`config.mk`:
```
export PLATFORM = sky130hd
export DESIGN_NAME = hex_scroll_ctrl_flat
export DESIGN_NICKNAME = d
export VERILOG_FILES = /design/src/rtl/hex_scroll_ctrl_if.sv /design/src/rtl/hex_scroll_ctrl.sv /design/src/flat_wrapper.sv
export SDC_FILE = /design/constraint.sdc
export NUM_CORES = 1
export LEC_CHECK = 0
export CAP_MARGIN = 20
export CORE_MARGIN = 2
export CORE_UTILIZATION = 60
export CTS_BUF_LIST = sky130_fd_sc_hd__clkbuf_2
export DETAILED_ROUTE_END_ITERATION = 7
export DONT_BUFFER_PORTS = 1
export GPL_ROUTABILITY_DRIVEN = 0
export GPL_TIMING_DRIVEN = 0
export PLACE_DENSITY = 0.82
export REMOVE_ABC_BUFFERS = 1
export SYNTH_ARGS = -nofsm -noshare
export SYNTH_HDL_FRONTEND = slang
export SYNTH_SLANG_ARGS = --single-unit
```
`constraint.sdc`:
```
create_clock -name CLOCK_50 -period 3.3 [get_ports CLOCK_50]
set_clock_uncertainty 0.05 [all_clocks]
set_input_delay 0.33 -clock CLOCK_50 [delete_from_list [all_inputs] [get_ports CLOCK_50]]
set_output_delay 0.33 -clock CLOCK_50 [all_outputs]
set_load 0.02 [all_outputs]
```
`src/rtl/hex_scroll_ctrl_if.sv`:
```
// ---------------------------------------------------------------------------
// hex_scroll_ctrl_if
// Message-buffer write bus for hex_scroll_ctrl.
//   wr_en    1       write strobe, one slot written per cycle it is high
//   wr_addr  PW      message slot to write
//   wr_data  CODE_W  character code to store
// master drives the bus (host / testbench), slave is the scroll controller.
// ---------------------------------------------------------------------------
interface hex_scroll_ctrl_if #(
  parameter int PW     = 3,
  parameter int CODE_W = 3
);
  logic              wr_en;
  logic [PW-1:0]     wr_addr;
  logic [CODE_W-1:0] wr_data;

  modport master (output wr_en, output wr_addr, output wr_data);
  modport slave  (input  wr_en, input  wr_addr, input  wr_data);
endinterface

```
`src/rtl/hex_scroll_ctrl.sv`:
```
// ---------------------------------------------------------------------------
// hex_scroll_ctrl
// Scroll scheduler for a 4-digit HEX message display. Holds a circular
// buffer of MSG_LEN character codes, prescales CLOCK_50 into a scroll tick
// and runs a STOP/RUN/STEP FSM that moves a window pointer over the buffer.
//
// Ports
//   CLOCK_50        in   system clock (rising edge)
//   Resetn          in   asynchronous active-low reset
//   run             in   level, 1 = auto-scroll
//   dir             in   0 = ptr+1 per advance, 1 = ptr-1 per advance
//   step            in   rising edge advances one slot while stopped
//   speed[1:0]      in   scroll period = TICK_DIV >> speed
//   wr              bus  message write port (hex_scroll_ctrl_if.slave)
//   code3..code0    out  window codes, codeK = msg[(ptr + 3 - K) mod MSG_LEN]
//   ptr             out  window start slot
//   tick            out  registered one-cycle pulse per auto-scroll advance
//   state[1:0]      out  0 STOP, 1 RUN, 2 STEP
//
// All outputs come from flops (code* is a mux of flopped buffer and pointer),
// so there is no combinational input-to-output path.
// ---------------------------------------------------------------------------
module hex_scroll_ctrl #(
  parameter int TICK_DIV = 50_000_000,
  parameter int MSG_LEN  = 8,
  parameter int CODE_W   = 3,
  localparam int PW      = $clog2(MSG_LEN)
) (
  input  logic              CLOCK_50,
  input  logic              Resetn,
  input  logic              run,
  input  logic              dir,
  input  logic              step,
  input  logic [1:0]        speed,
  hex_scroll_ctrl_if.slave  wr,
  output logic [CODE_W-1:0] code3,
  output logic [CODE_W-1:0] code2,
  output logic [CODE_W-1:0] code1,
  output logic [CODE_W-1:0] code0,
  output logic [PW-1:0]     ptr,
  output logic              tick,
  output logic [1:0]        state
);

  // Prescaler width: enough to hold TICK_DIV-1, the longest period.
  localparam int CW = (TICK_DIV > 1) ? $clog2(TICK_DIV) : 1;

  typedef enum logic [1:0] {
    S_STOP = 2'd0,
    S_RUN  = 2'd1,
    S_STEP = 2'd2
  } state_e;

  typedef logic [MSG_LEN-1:0][CODE_W-1:0] msg_t;

  // Power-on message "HELLO" followed by blanks.
  function automatic msg_t init_msg();
    msg_t m;
    for (int i = 0; i < MSG_LEN; i++) begin
      case (i)
        0:       m[i] = CODE_W'(0);
        1:       m[i] = CODE_W'(1);
        2, 3:    m[i] = CODE_W'(2);
        4:       m[i] = CODE_W'(3);
        default: m[i] = CODE_W'(4);
      endcase
    end
    return m;
  endfunction

  state_e        state_q, state_d;
  logic [CW-1:0] cnt_q,   cnt_d;
  logic          tick_q,  tick_d;
  logic [PW-1:0] ptr_q,   ptr_d;
  msg_t          msg_q,   msg_d;
  logic          step_q;

  logic          step_rise;
  logic          advance;
  logic [CW-1:0] period_m1;

  assign step_rise = step & ~step_q;

  // Terminal count for the selected speed. Compared with >= so that a speed
  // raised mid-period wraps on the very next cycle instead of running the
  // counter all the way around.
  assign period_m1 = CW'((TICK_DIV >> speed) - 1);

  always_comb begin
    state_d = state_q;
    cnt_d   = cnt_q;
    tick_d  = 1'b0;
    ptr_d   = ptr_q;
    msg_d   = msg_q;
    advance = 1'b0;

    case (state_q)
      S_STOP: begin
        cnt_d = '0;
        if (run)            state_d = S_RUN;
        else if (step_rise) state_d = S_STEP;
      end
      S_RUN: begin
        if (!run) begin
          // Partial period is thrown away; resuming starts a full one.
          state_d = S_STOP;
          cnt_d   = '0;
        end else if (cnt_q >= period_m1) begin
          cnt_d   = '0;
          tick_d  = 1'b1;
          advance = 1'b1;
        end else begin
          cnt_d = cnt_q + CW'(1);
        end
      end
      S_STEP: begin
        // Single-cycle state: one advance, then back to STOP. Step is not
        // looked at here, so a held step cannot retrigger.
        cnt_d   = '0;
        advance = 1'b1;
        state_d = S_STOP;
      end
      default: begin
        cnt_d   = '0;
        state_d = S_STOP;
      end
    endcase

    // PW-bit arithmetic gives the modulo-MSG_LEN wrap in both directions.
    if (advance)
      ptr_d = dir ? (ptr_q - PW'(1)) : (ptr_q + PW'(1));

    // Write is independent of the FSM; the window after an advance reads
    // the buffer including this write since both land on the same edge.
    if (wr.wr_en)
      msg_d[wr.wr_addr] = wr.wr_data;
  end

  always_ff @(posedge CLOCK_50 or negedge Resetn) begin
    if (!Resetn) begin
      state_q <= S_STOP;
      cnt_q   <= '0;
      tick_q  <= 1'b0;
      ptr_q   <= '0;
      msg_q   <= init_msg();
      step_q  <= 1'b0;
    end else begin
      state_q <= state_d;
      cnt_q   <= cnt_d;
      tick_q  <= tick_d;
      ptr_q   <= ptr_d;
      msg_q   <= msg_d;
      step_q  <= step;
    end
  end

  // Window: digit K (3 = leftmost) shows slot ptr + 3 - K.
  logic [3:0][CODE_W-1:0] win;
  for (genvar k = 0; k < 4; k++) begin : g_win
    logic [PW-1:0] idx;
    assign idx    = ptr_q + PW'(3 - k);
    assign win[k] = msg_q[idx];
  end

  assign code3 = win[3];
  assign code2 = win[2];
  assign code1 = win[1];
  assign code0 = win[0];
  assign ptr   = ptr_q;
  assign tick  = tick_q;
  assign state = state_q;

endmodule

```
`src/flat_wrapper.sv`:
```
// flat-port wrapper written by rule: the top's interface ports become plain ports
module hex_scroll_ctrl_flat 
#(
  parameter int TICK_DIV = 50_000_000,
  parameter int MSG_LEN  = 8,
  parameter int CODE_W   = 3,
  localparam int PW      = $clog2(MSG_LEN)
)
  (CLOCK_50, Resetn, run, dir, step, speed, code3, code2, code1, code0, ptr, tick, state, wr_wr_en, wr_wr_addr, wr_wr_data);
  hex_scroll_ctrl_if #(.PW((3)), .CODE_W(CODE_W)) wr_i ();
  input  logic CLOCK_50;
  input  logic Resetn;
  input  logic run;
  input  logic dir;
  input  logic step;
  input  logic [1:0] speed;
  output logic [CODE_W-1:0] code3;
  output logic [CODE_W-1:0] code2;
  output logic [CODE_W-1:0] code1;
  output logic [CODE_W-1:0] code0;
  output logic [PW-1:0] ptr;
  output logic tick;
  output logic [1:0] state;
  input wire logic [$bits(wr_i.wr_en)-1:0] wr_wr_en;
  input wire logic [$bits(wr_i.wr_addr)-1:0] wr_wr_addr;
  input wire logic [$bits(wr_i.wr_data)-1:0] wr_wr_data;
  assign wr_i.wr_en = wr_wr_en;
  assign wr_i.wr_addr = wr_wr_addr;
  assign wr_i.wr_data = wr_wr_data;
  hex_scroll_ctrl #(.TICK_DIV(TICK_DIV), .MSG_LEN(MSG_LEN), .CODE_W(CODE_W)) u_core (.CLOCK_50(CLOCK_50), .Resetn(Resetn), .run(run), .dir(dir), .step(step), .speed(speed), .wr(wr_i), .code3(code3), .code2(code2), .code1(code1), .code0(code0), .ptr(ptr), .tick(tick), .state(state));
endmodule
```
==> results.json <==
{
  "yosys.cell_types.count": 41,
  "dieArea_um2": 6700,
  "synth_area_um2": 3630,
  "max_stage_delay_ns": 0.65,
  "synth-seq-cells": 57,
  "fin_nets": 391,
  "syn_area_per_cell_um2": 10.7,
  "cts-root-buf": "clkbuf_2",
  "rows": 28,
  "syn_inst": 341,
  "pre_cts_ws_ns": 0.144,
  "synth_edf_count": 0,
  "h-tree-depth": 3,
  "area_growth_pct": 7.30,
  "drt_iter0_markers": 138,
  "setup_violations": 0,
  "ys_top_cells_by_count": "49 x dfrtp_1, 43 x mux2_2, 34 x nor2_1",
  "fin_cells": 430,
  "start_kind": "register",
  "diodes": 0,
  "finalHoldViolCount": 0,
  "cts_max_path_buffers": 2,
  "drc": 0,
  "synth_ff_type": "dfrtp_1",
  "n_fill_cell": 450,
  "dr.pass1.iters": 5,
  "clk_pin_slew_ns": 0.19,
  "path_delay_family": "multiplexers",
  "worstSetupEndpointType": "primary output",
  "yosysSeqAreaShare": 0.395,
  "multiInputGateArea_um2": 2080,
  "drive_gt1_frac": 0.220,
  "hp-class": "input port to register",
  "io_pins": 32,
  "ir_drop_v": 0.000431,
  "synthMostInstantiatedCell": "dfrtp_1",
  "regToRegSetupSlack_ns": 0.41,
  "cp_max_fo": 8,
  "grt_pass1_wl_mm": 11.8,
  "grt-ovfl-total": 0,
  "synth_top_area_share": 0.337,
  "cts_tree": "done",
  "finalMaxSlewViolations": 0,
  "rsz0062_at_grt": "no",
  "utilization": 0.663,
  "postLayoutSetupSlackWorst_ns": 0.211,
  "worstSetupPathType": "register to primary output",
  "synth-async-reset-ratio": 1.00,
  "finalSetupTns_ns": 0,
  "core_um2": 5890,
  "critPathBufInv": 1,
  "track_usage": 0.237,
  "clock_latency_ns": 0.51,
  "max_slew_margin": 0.385,
  "cts_setup_buffers": 0,
  "path_cells": "clkinv_1 -> ha_1 -> xor2_1 -> mux4_2",
  "p_per_area_nw_per_um2": 614,
  "routedWlPerCell_um": 16.7,
  "ys_warn_count": 0,
  "grt_max_degree": 58,
  "start_util": 0.618,
  "dp_cells": 406,
  "max_freq_mhz": 324,
  "cts.sinks": 57,
  "period_needed_ns": 3.09,
  "cp.required_ns": 2.92,
  "synth_top_cells_by_area": "dfrtp_1 34%, mux2_2 13%, ha_1 9.3%",
  "via_per_inst": 5.85,
  "p_leak_uw": 0.00172,
  "die_x_um": 81.8,
  "synth.largest_area_cell": "dfrtp_1",
  "finalCritPeriodShare": 0.936,
  "status": "finished, final reports clean",
  "worstMarginPinSlew_ns": 0.923,
  "antenna_found_initial": 0,
  "maxCapViolCount": 0,
  "fin_hold_ws_ns": 0.0252,
  "arrival_ns": 2.71,
  "wirelength_mm": 7.19,
  "slowest_stage": "mux4_2",
  "numCtsBuffers": 9,
  "grt_pass1_vias": 2523,
  "antenna_left": 0,
  "port_buffers": 0,
  "dp_hpwl_mm": 5.01,
  "num_vias": 2516,
  "die_h_um": 81.8,
  "seqCellArea_um2": 1440
}
-- registers in the layout (all words and copies together) (netlist names) --
name	flops
u_core.cnt_q	26
u_core.msg_q	24
u_core.ptr	3
u_core.state	2
u_core.step_q	1
u_core.tick	1
-- area by class of cell --
cell class / count / area share
clock buffers: 9 / 0.0115
clock inverters: 7 / 0.0218
inverters: 15 / 0.0144
multi-input cells: 259 / 0.534
flip-flops and latches: 57 / 0.370
well taps: 75 / 0.0241
repair buffers: 8 / 0.0250
-- placed cells by master (no fill, tap or decap), drive strengths merged, types with 8 or more instances in the layout --
cell type,count
mux2,43
clkbuf,9
dfrtp,49
nor2,34
mux4,9
dfstp,8
ha,27
o21ai,13
inv,14
xor2,19
xnor2,9
nand2,32
nand3,12
-- worst reg2reg max path: cells and delay by family, from the launching register on --
kind                       cells  cell delay [ns]
AOI/OAI and AO/OA              1             0.53
DFF                            1             0.46
adders and majority gates      1             0.29
and+or+nand+nor                5             1.40
-- stage by stage --
step	instance area, um2	power, uW
after floorplan	3570	1700
final	3900	2400
after global routing	3900	2520
after detailed placement	3670	1850
after CTS	3900	2390
after global placement	3670	1810
-- report_power, final --
part           total, uW  internal, uW  switching, uW
clock                523           243            279
sequential           966           806            160
combinational        908           416            492
-- routing by layer --
metal	routed length, um	vias up	GRT usage
met1	3080	1227	0.278
met2	3670	49	0.419
li1	-	1227	-
met3	324	13	0.0462
met5	0	-	0
met4	112	0	0.103
-- final timing paths --
check,startpoint,end,depth (start not counted)
max,u_core.ptr[1],code0[2],4
min,step,u_core.state[0],2
max reg2reg,u_core.cnt_q[22],u_core.cnt_q[6],7
min reg2reg,u_core.cnt_q[0],u_core.cnt_q[0],1
max in group asynchronous,Resetn,u_core.msg_q[10],2
min in group asynchronous,Resetn,u_core.msg_q[5],2
-- kinds of logic after synthesis --
kind of cell	after synthesis	synth area share
other	1	0.00103
and+or+nand+nor	112	0.148
DFF	57	0.395
adders and majority gates	27	0.0929
muxes	57	0.203
xor gates and xnor gates	28	0.0675
buffers and inverters	26	0.0334
AOI/OAI and AO/OA	33	0.0589
-- what timing repair did --
| item | CTS | global route |
|---|---|---|
| resized for setup | 2 | 1 |
| endpoints found under the hold margin | 87 | 0 |
| setup endpoints to repair | 6 | 3 |
| hold buffers | 8 | 0 |
No activity file was read; power rests on OpenSTA's default activity.
